File: config.mk
export PLATFORM = sky130hd
export DESIGN_NAME = servo_quad_speed
export DESIGN_NICKNAME = d
export VERILOG_FILES = /design/src/rtl/servo_qd_pkg.sv /design/src/rtl/servo_quad_speed_glitch_filter.sv /design/src/rtl/servo_quad_speed.sv
export SDC_FILE = /design/constraint.sdc
export NUM_CORES = 1
export LEC_CHECK = 0
export BUFFER_PORTS_ARGS = -buffer_cell sky130_fd_sc_hd__buf_2
export CORE_MARGIN = 3
export CORE_UTILIZATION = 58
export CTS_BUF_LIST = sky130_fd_sc_hd__clkbuf_2
export DETAILED_ROUTE_END_ITERATION = 10
export PLACE_DENSITY_LB_ADDON = 0.25
export SLEW_MARGIN = 20
export SYNTH_ARGS = -nofsm -noshare
export SYNTH_HDL_FRONTEND = slang
export SYNTH_SLANG_ARGS = --single-unit
File: constraint.sdc
create_clock -name qdmclk -period 3.7 [get_ports qdmclk]
set_input_delay 0.74 -clock qdmclk [delete_from_list [all_inputs] [get_ports qdmclk]]
set_output_delay 0.74 -clock qdmclk [all_outputs]
set_load 0.02 [all_outputs]
File: src/rtl/servo_qd_pkg.sv
// Shared quadrature definitions for servo_quad_speed: state encoding,
// default widths and the forward/reverse transition lookup.
package servo_qd_pkg;

    localparam int unsigned SPD_W_DEF = 18;
    localparam int unsigned POS_W_DEF = 16;

    // Encoding is the raw filtered {A,B} pair.
    typedef enum logic [1:0] {
        QS_00 = 2'b00,
        QS_10 = 2'b10,
        QS_11 = 2'b11,
        QS_01 = 2'b01
    } qd_state_e;

    typedef enum logic [1:0] {
        STEP_NONE,
        STEP_FWD,
        STEP_REV,
        STEP_ILL
    } qd_step_e;

    function automatic qd_state_e qd_fwd_next(input qd_state_e s);
        case (s)
            QS_00:   return QS_10;
            QS_10:   return QS_11;
            QS_11:   return QS_01;
            default: return QS_00;
        endcase
    endfunction

    function automatic qd_step_e qd_lookup(input qd_state_e prev, input qd_state_e cur);
        if (cur == prev) return STEP_NONE;
        if (cur == qd_fwd_next(prev)) return STEP_FWD;
        if (prev == qd_fwd_next(cur)) return STEP_REV;
        return STEP_ILL;
    endfunction

endpackage

File: src/rtl/servo_quad_speed_glitch_filter.sv
// Two-flop synchroniser plus run-length glitch filter for one encoder channel.
module qd_glitch_filter
    import servo_qd_pkg::*;
#(
    parameter int unsigned FILT_LEN = 4
) (
    input  logic clk,
    input  logic rstn,
    input  logic din,
    output logic dout
);

    logic       sync1_q, sync1_d;
    logic       sync2_q, sync2_d;
    logic       lvl_q, lvl_d;
    logic [3:0] run_q, run_d;

    // Once the run reaches FILT_LEN the level flips on the following edge,
    // so a pulse of exactly FILT_LEN samples is still accepted.
    always_comb begin
        sync1_d = din;
        sync2_d = sync1_q;
        lvl_d   = lvl_q;
        run_d   = run_q;
        if (run_q == 4'(FILT_LEN)) begin
            lvl_d = ~lvl_q;
            run_d = '0;
        end else if (sync2_q != lvl_q) begin
            run_d = run_q + 4'd1;
        end else begin
            run_d = '0;
        end
    end

    always_ff @(posedge clk) begin
        if (!rstn) begin
            sync1_q <= 1'b0;
            sync2_q <= 1'b0;
            lvl_q   <= 1'b0;
            run_q   <= '0;
        end else begin
            sync1_q <= sync1_d;
            sync2_q <= sync2_d;
            lvl_q   <= lvl_d;
            run_q   <= run_d;
        end
    end

    assign dout = lvl_q;

endmodule

File: src/rtl/servo_quad_speed.sv
// Quadrature decoder and sa-period speed measurement with stall timeout.
// Define QD_X4_PERIOD_EN to time every legal transition instead of sa rises.
module servo_quad_speed
    import servo_qd_pkg::*;
#(
    parameter int unsigned SPD_W    = SPD_W_DEF,
    parameter int unsigned POS_W    = POS_W_DEF,
    parameter int unsigned FILT_LEN = 4,
    parameter int unsigned TIMEOUT  = 50000
) (
    input  logic                    qdmclk,
    input  logic                    qdrstn,
    input  logic                    sa,
    input  logic                    sb,
    output logic [SPD_W-1:0]        speed,
    output logic                    spddav,
    output logic                    dir,
    output logic signed [POS_W-1:0] pos,
    output logic                    stall,
    output logic                    err
);

    localparam logic [SPD_W-1:0] CNT_MAX = '1;
    localparam logic [SPD_W-1:0] TO_M1   = SPD_W'(TIMEOUT - 1);
    localparam logic [SPD_W-1:0] TO_VAL  = SPD_W'(TIMEOUT);

    logic       a_filt, b_filt;
    logic [1:0] cur_ab, prev_ab;
    qd_step_e   step;
    logic       qual;

    qd_state_e        prev_q, prev_d;
    logic [SPD_W-1:0] cnt_q, cnt_d;
    logic             armed_q, armed_d;
    logic [SPD_W-1:0] speed_q, speed_d;
    logic             spddav_q, spddav_d;
    logic             dir_q, dir_d;
    logic [POS_W-1:0] pos_q, pos_d;
    logic             stall_q, stall_d;
    logic             err_q, err_d;

    qd_glitch_filter #(.FILT_LEN(FILT_LEN)) u_filt_a (
        .clk  (qdmclk),
        .rstn (qdrstn),
        .din  (sa),
        .dout (a_filt)
    );

    qd_glitch_filter #(.FILT_LEN(FILT_LEN)) u_filt_b (
        .clk  (qdmclk),
        .rstn (qdrstn),
        .din  (sb),
        .dout (b_filt)
    );

    always_comb begin
        cur_ab  = {a_filt, b_filt};
        prev_ab = prev_q;
        step    = qd_lookup(prev_q, qd_state_e'(cur_ab));
`ifdef QD_X4_PERIOD_EN
        qual    = (step == STEP_FWD) || (step == STEP_REV);
`else
        qual    = !prev_ab[1] && cur_ab[1] && (step != STEP_ILL);
`endif

        prev_d   = qd_state_e'(cur_ab);
        cnt_d    = (cnt_q == CNT_MAX) ? cnt_q : cnt_q + SPD_W'(1);
        armed_d  = armed_q;
        speed_d  = speed_q;
        spddav_d = 1'b0;
        dir_d    = dir_q;
        pos_d    = pos_q;
        stall_d  = stall_q;
        err_d    = err_q;

        case (step)
            STEP_FWD: begin
                pos_d = pos_q + POS_W'(1);
                dir_d = 1'b1;
            end
            STEP_REV: begin
                pos_d = pos_q - POS_W'(1);
                dir_d = 1'b0;
            end
            STEP_ILL: err_d = 1'b1;
            default: ;
        endcase

        // An edge arriving on the timeout cycle takes priority over the stall.
        if (qual) begin
            if (armed_q) begin
                speed_d  = (cnt_q == CNT_MAX) ? CNT_MAX : cnt_q + SPD_W'(1);
                spddav_d = 1'b1;
            end
            cnt_d   = '0;
            armed_d = 1'b1;
            stall_d = 1'b0;
        end else if (cnt_q == TO_M1) begin
            stall_d  = 1'b1;
            speed_d  = TO_VAL;
            spddav_d = 1'b1;
            armed_d  = 1'b0;
        end
    end

    always_ff @(posedge qdmclk) begin
        if (!qdrstn) begin
            prev_q   <= QS_00;
            cnt_q    <= '0;
            armed_q  <= 1'b0;
            speed_q  <= '0;
            spddav_q <= 1'b0;
            dir_q    <= 1'b1;
            pos_q    <= '0;
            stall_q  <= 1'b0;
            err_q    <= 1'b0;
        end else begin
            prev_q   <= prev_d;
            cnt_q    <= cnt_d;
            armed_q  <= armed_d;
            speed_q  <= speed_d;
            spddav_q <= spddav_d;
            dir_q    <= dir_d;
            pos_q    <= pos_d;
            stall_q  <= stall_d;
            err_q    <= err_d;
        end
    end

    assign speed  = speed_q;
    assign spddav = spddav_q;
    assign dir    = dir_q;
    assign pos    = pos_q;
    assign stall  = stall_q;
    assign err    = err_q;

endmodule

# After elaboration in Yosys (flattened, before gate mapping)

Cells that the tools add are included.
Widths: inputs -> output; s select.

Register bits after elaboration: 73
Input port bits: 4
Output and inout bits: 38

Eq/ne operators: 18
Multiplexer cells: 28
Reductions and logical operators: 11
$add $sub $neg: 5
Bitwise gates (word level): 5

Operator list:

| cell                  | number |
|---|---|
| $mux 18               | 4 |
| $pmux 16 s2           | 1 |
| $add 18x1->18 const B | 1 |
| $eq 18x16->1 const B  | 1 |
| $eq 18x18->1 const B  | 1 |
| $mux 2                | 9 |
| $add 16x1->16 const B | 1 |
| $sub 16x1->16 const B | 1 |
| $eq 2x2->1 const B    | 6 |
| $pmux 2 s3            | 2 |
| $mux 1                | 11 |
| $add 4x1->4 const B   | 2 |
| $eq 4x3->1 const B    | 2 |
| $eq 2x2->1            | 3 |
| $reduce_or 3->1       | 2 |
| $not 1->1             | 5 |
| $logic_not 2->1       | 2 |
| $reduce_bool 2->1     | 2 |
| $eq 2x1->1 const B    | 1 |
| $logic_and 1x1->1     | 2 |
| $ne 1x1->1            | 2 |
| $ne 2x1->1 const B    | 1 |
| $ne 2x2->1 const B    | 1 |
| $pmux 1 s2            | 1 |
| 3 further kinds       | 3 |

# Longest topological paths before layout

Word-level depth: 19
Gate-level depth with buffers: 12
Depth with buffers taken out: 12

# Hierarchy

A second synthesis with hierarchy kept.

Cells, all modules: 406
Area total of the unflattened synthesis: 3,598.5 um^2

By module, submodules not included:

| module           | cells an instance | times used | seq. area each (um^2) | area an instance (um^2) |
|---|---|---|---|---|
| servo_quad_speed | 354               | 1          | 1,181.1               | 3,062.9 |
| qd_glitch_filter | 26                | 2          | 140.1                 | 267.8 |

# Worst setup path after synthesis

OpenSTA, ideal clock, no wires.

Path kind: flip-flop to flip-flop
Start: reg u_filt_a.lvl_q, in the netlist u_filt_a.dout
End: reg pos_q[12], in the netlist pos[12]
Stages on the path, launching flop included: 12
Setup time: 0.123 ns
Data required time: 3.577 ns
Path slack: 0.491 ns
Path buffers: 0
Arrival time: 3.087 ns
Path through: dfxtp_1 > ha_1 > and2_1 > or2_2 > ha_1 > fa_1 > a211o_1 > a211oi_1 > nor3_1 > o31ai_1 > xor2_1 > o21ai_0

Longest elaborated chain between the ends: 13

RTL lines:

| element                                          | RTL line                             | RTL |
|---|---|---|
| start: declaration                               | servo_quad_speed_glitch_filter.sv:15 | `logic lvl_q, lvl_d;` |
| start signal: assignment                         | servo_quad_speed_glitch_filter.sv:44 | `lvl_q <= lvl_d;` |
| $eq 2x2->1 or $logic_not 2->1 (tied branches)    | servo_qd_pkg.sv:24                   | `case (s)` |
| $pmux 2 s3                                       | servo_qd_pkg.sv:24                   |  |
| $mux 2                                           | servo_qd_pkg.sv:35                   | `if (prev == qd_fwd_next(cur)) return STEP_REV;` |
| $mux 2                                           | servo_qd_pkg.sv:34                   | `if (cur == qd_fwd_next(prev)) return STEP_FWD;` |
| $eq 2x2->1                                       | servo_qd_pkg.sv:35                   |  |
| $mux 1 (2 in a row)                              | servo_qd_pkg.sv:35                   |  |
| $mux 1                                           | servo_qd_pkg.sv:34                   |  |
| $mux 2                                           | servo_qd_pkg.sv:36                   | `return STEP_ILL;` |
| $mux 2                                           | servo_qd_pkg.sv:35                   |  |
| $mux 2 *                                         | servo_qd_pkg.sv:34                   |  |
| $eq 2x2->1 or $eq 2x1->1 (tied branches)         | servo_quad_speed.sv:76               | `case (step)` |
| $pmux 16 s2 or $reduce_bool 2->1 (tied branches) | --                                   |  |
| end signal: assignment                           | servo_quad_speed.sv:124              | `pos_q <= pos_d;` |
| end: declaration                                 | servo_quad_speed.sv:38               | `logic [POS_W-1:0] pos_q, pos_d;` |

Every way passes the cells marked *; elsewhere a longest branch is shown, timed or not. The select of a mux whose other input is x is not followed.
A chain may end at the register's enable or synchronous reset.

# Final worst setup path

Start: reg u_filt_a.lvl_q, in the netlist u_filt_a.dout
End: reg pos_q[14], in the netlist pos[14]

Same word-level chain as after synthesis.

==> metrics.txt <==
commonest non-fill, non-tap cells in the layout=dfxtp_1 (73), a21oi_1 (46), buf_2 (41); worst-path maximum fanout=12; post-CTS setup repair buffer count=0; design area=0.00406 mm²; top_reg_cell synth=dfxtp_1; Post-Syn Nets=about 440; Max VDD drop=0.000261 V; hold path cells=2; Slew HR=between 50 and 60%; post-synthesis sequential area ratio=roughly two fifths; status=finished clean; Setup violations, final=0; Final WS setup=approximately 0.25 ns; Placed Area=between 0.003 and 0.004 mm²; GPL Wtd Cong=0.843; CP endpoint=pos[14]; R2R Setup Slk=between 0.2 and 0.3 ns; WP depth=11; final hold vios=0; min-delay src=sb; mean area per synthesized cell=just under 9 µm²; ANT cells=0; Core Util, Final=about 68%; Buf/Inv on CP=0; via count=~2900; Max stage delay on crit path=0.49 ns; first-pass GRT wire length=around 13000 µm; H-tree depth=3; FF+latch count, synth=73; vias in the first global route=between 2000 and 3000; IO Count=42; fill count=483; cell area after synthesis=approximately 0.0036 mm²; asr flop ratio synth=0%; Die Ht=approximately 85 µm; nets=approximately 480; FF-to-FF End=pos[14]; clk slew on worst S/H paths=roughly 0.20 ns; number of synthesized flops with an enable pin=0; cts bufs inserted=9; die area=approximately 0.0072 mm²; critical path launch point type=flip-flop; Worst R2R Start=u_filt_a.dout; gr usage total=21.1%; leak pwr=~1.8 nW; 1st-iter DRT viols=148; Chip Width=about 85 µm; WL final=between 7000 and 8000 µm; Area Growth Syn to Fin=12.0%; crit end category=flip-flop; WL per Instance=around 14 µm; grt total ovfl=0; Resized cells post-CTS=0; # rows=28; crit-path cells=ha_1, and2_1, or2_2, ha_2, fa_1, a211o_1, a211oi_1, nor3_1, o31ai_1, xor2_1, o21ai_0; port buffer count=41; DP HPWL=~5200 µm; Clock Latency Late Sink=approximately 0.5 ns; setup TNS=0 ns; initial core utilization=60.4%; clk sinks=73; Initial DRT Pass Iterations=4; ANT nets after route=0; final worst path period need=around 3.4 ns; Max Cap Violations=0; Ys Warns=0; commonest non-fill, non-tap cell in the layout=dfxtp_1; Tcrit/Tclk final=around 93%; CTS Hold Buffers Added=0; Critical Path RT=a little over 4 ns; Residual DRC=0; Worst path slowest cell=dfxtp_1; hold crit path type=primary input to flip-flop; CP Launch Point=u_filt_a.dout; post-place setup slack=0.202 ns; initial antenna violation count=0; largest net degree at the start of global routing=33; PD cells=between 300 and 400 mW/mm²; Worst Path Arrival=3.85 ns; CP delay by family, top=compound AO/OA/AOI/OAI gates; Worst Tran Pin Value=between 0.6 and 0.7 ns; core region area=0.00599 mm²; CTS root buf=clkbuf_2; CTS tree=built; Mapped Cells=408; Setup CP Type=flip-flop to flip-flop; RSZ-0062 raised after global routing=false; Min Hold Slack=around 0.45 ns; maximum clock rate=290 MHz; max-slew violations=0; Via density=5.58; distinct cell type count of the synthesized netlist=54; CTS max path bufs=2; layout cells sized above 1=16.6%; clock skew=0.0170 ns; depth of the most critical reg-to-reg path=11
## cells in the mapped netlist (2+ instances only)
| cell | instances | share of area (%) |
|---|---|---|
| nor2b_1 | 12 | 2.1 |
| nor2_1 | 31 | 3.2 |
| ha_1 | 22 | 7.6 |
| o211ai_1 | 2 | 0.41 |
| o31ai_1 | 2 | 0.41 |
| nand2b_1 | 2 | 0.35 |
| o21ai_0 | 24 | 3.3 |
| a21oi_1 | 46 | 6.4 |
| a31o_2 | 3 | 0.73 |
| and3_1 | 3 | 0.52 |
| a21o_1 | 6 | 1.2 |
| nand3_1 | 20 | 2.8 |
| nand4b_1 | 2 | 0.48 |
| mux2i_1 | 4 | 1.1 |
| o21bai_1 | 3 | 0.62 |
| o21a_1 | 2 | 0.41 |
| nand2_1 | 31 | 3.2 |
| nand3b_1 | 3 | 0.62 |
| dfxtp_1 | 73 | 40 |
| xnor2_1 | 18 | 4.4 |
| xor2_1 | 18 | 4.4 |
| a211oi_1 | 2 | 0.41 |
| and4_2 | 2 | 0.55 |
| inv_1 | 9 | 0.93 |
| o211a_1 | 3 | 0.83 |
| nand4_1 | 5 | 0.86 |
| a31o_1 | 3 | 0.73 |
| nor3_1 | 3 | 0.41 |
| clkbuf_1 | 11 | 1.1 |
| and2_1 | 19 | 3.3 |
## sequential cells by signal, indices dropped and copies added (netlist names), 2 cells and up
signal	count
prev_ab	2
u_filt_a.run_q	4
u_filt_b.run_q	4
cnt_q	18
speed	18
pos	16
## metal layers
layer / vias to the layer above / track usage [%] / share of wire [%]
li1: 1510 / - / -
met4: 0 / 7.34 / 0.64
met2: 75 / 34.3 / 47
met1: 1350 / 27.3 / 46
met5: - / 0 / 0
met3: 4 / 5.15 / 6.5
## cells by family (layout without fill, tap and decap cells)
logic type	after synthesis	in the layout	share of synthesized area, %
AND/OR/NAND/NOR	144	144	21.5
AO/OA/AOI/OAI	105	105	17.6
flip-flops	73	73	40.4
XOR/XNOR	36	36	8.71
adder cells (fa/ha/maj)	23	23	8.15
buffers and inverters	23	67	2.63
multiplexers	4	4	1.11
## per-stage QoR
stage | cells | total power [mW]
6_report | 527 | 1.46
5_1_grt | 527 | 1.51
4_1_cts | 527 | 1.47
3_5_place_dp | 512 | 0.839
3_3_place_gp | 512 | 0.838
2_1_floorplan | 408 | 0.832
## worst min-delay path by stage
stage / slack (ns) / to
finish: 0.45 / u_filt_b.sync1_q
global route: 0.39 / u_filt_b.sync1_q
CTS: 0.41 / u_filt_b.sync1_q
detailed placement: 0.43 / u_filt_a.sync2_q
global placement: 0.42 / u_filt_a.sync2_q
floorplan: 0.41 / u_filt_a.sync2_q
## cell type report
type | count | area (µm²) | area share [%]
inverter | 9 | 33.8 | 0.833
multi-input combinational | 312 | 2070 | 51.0
tap | 75 | 93.8 | 2.31
timing repair buffer | 43 | 220 | 5.43
clock inverter | 5 | 129 | 3.18
clock buffer | 10 | 50.0 | 1.23
sequential | 73 | 1460 | 36.0
## power breakdown
| group | internal (mW) | switching, mW | total [mW] |
|---|---|---|---|
| logic | 0.00940 | 0.0167 | 0.0261 |
| clock network | 0.360 | 0.273 | 0.633 |
| registers | 0.793 | 0.00414 | 0.797 |
| total | 1.16 | 0.294 | 1.46 |
Note: power is estimated with default switching activity, not from simulation.
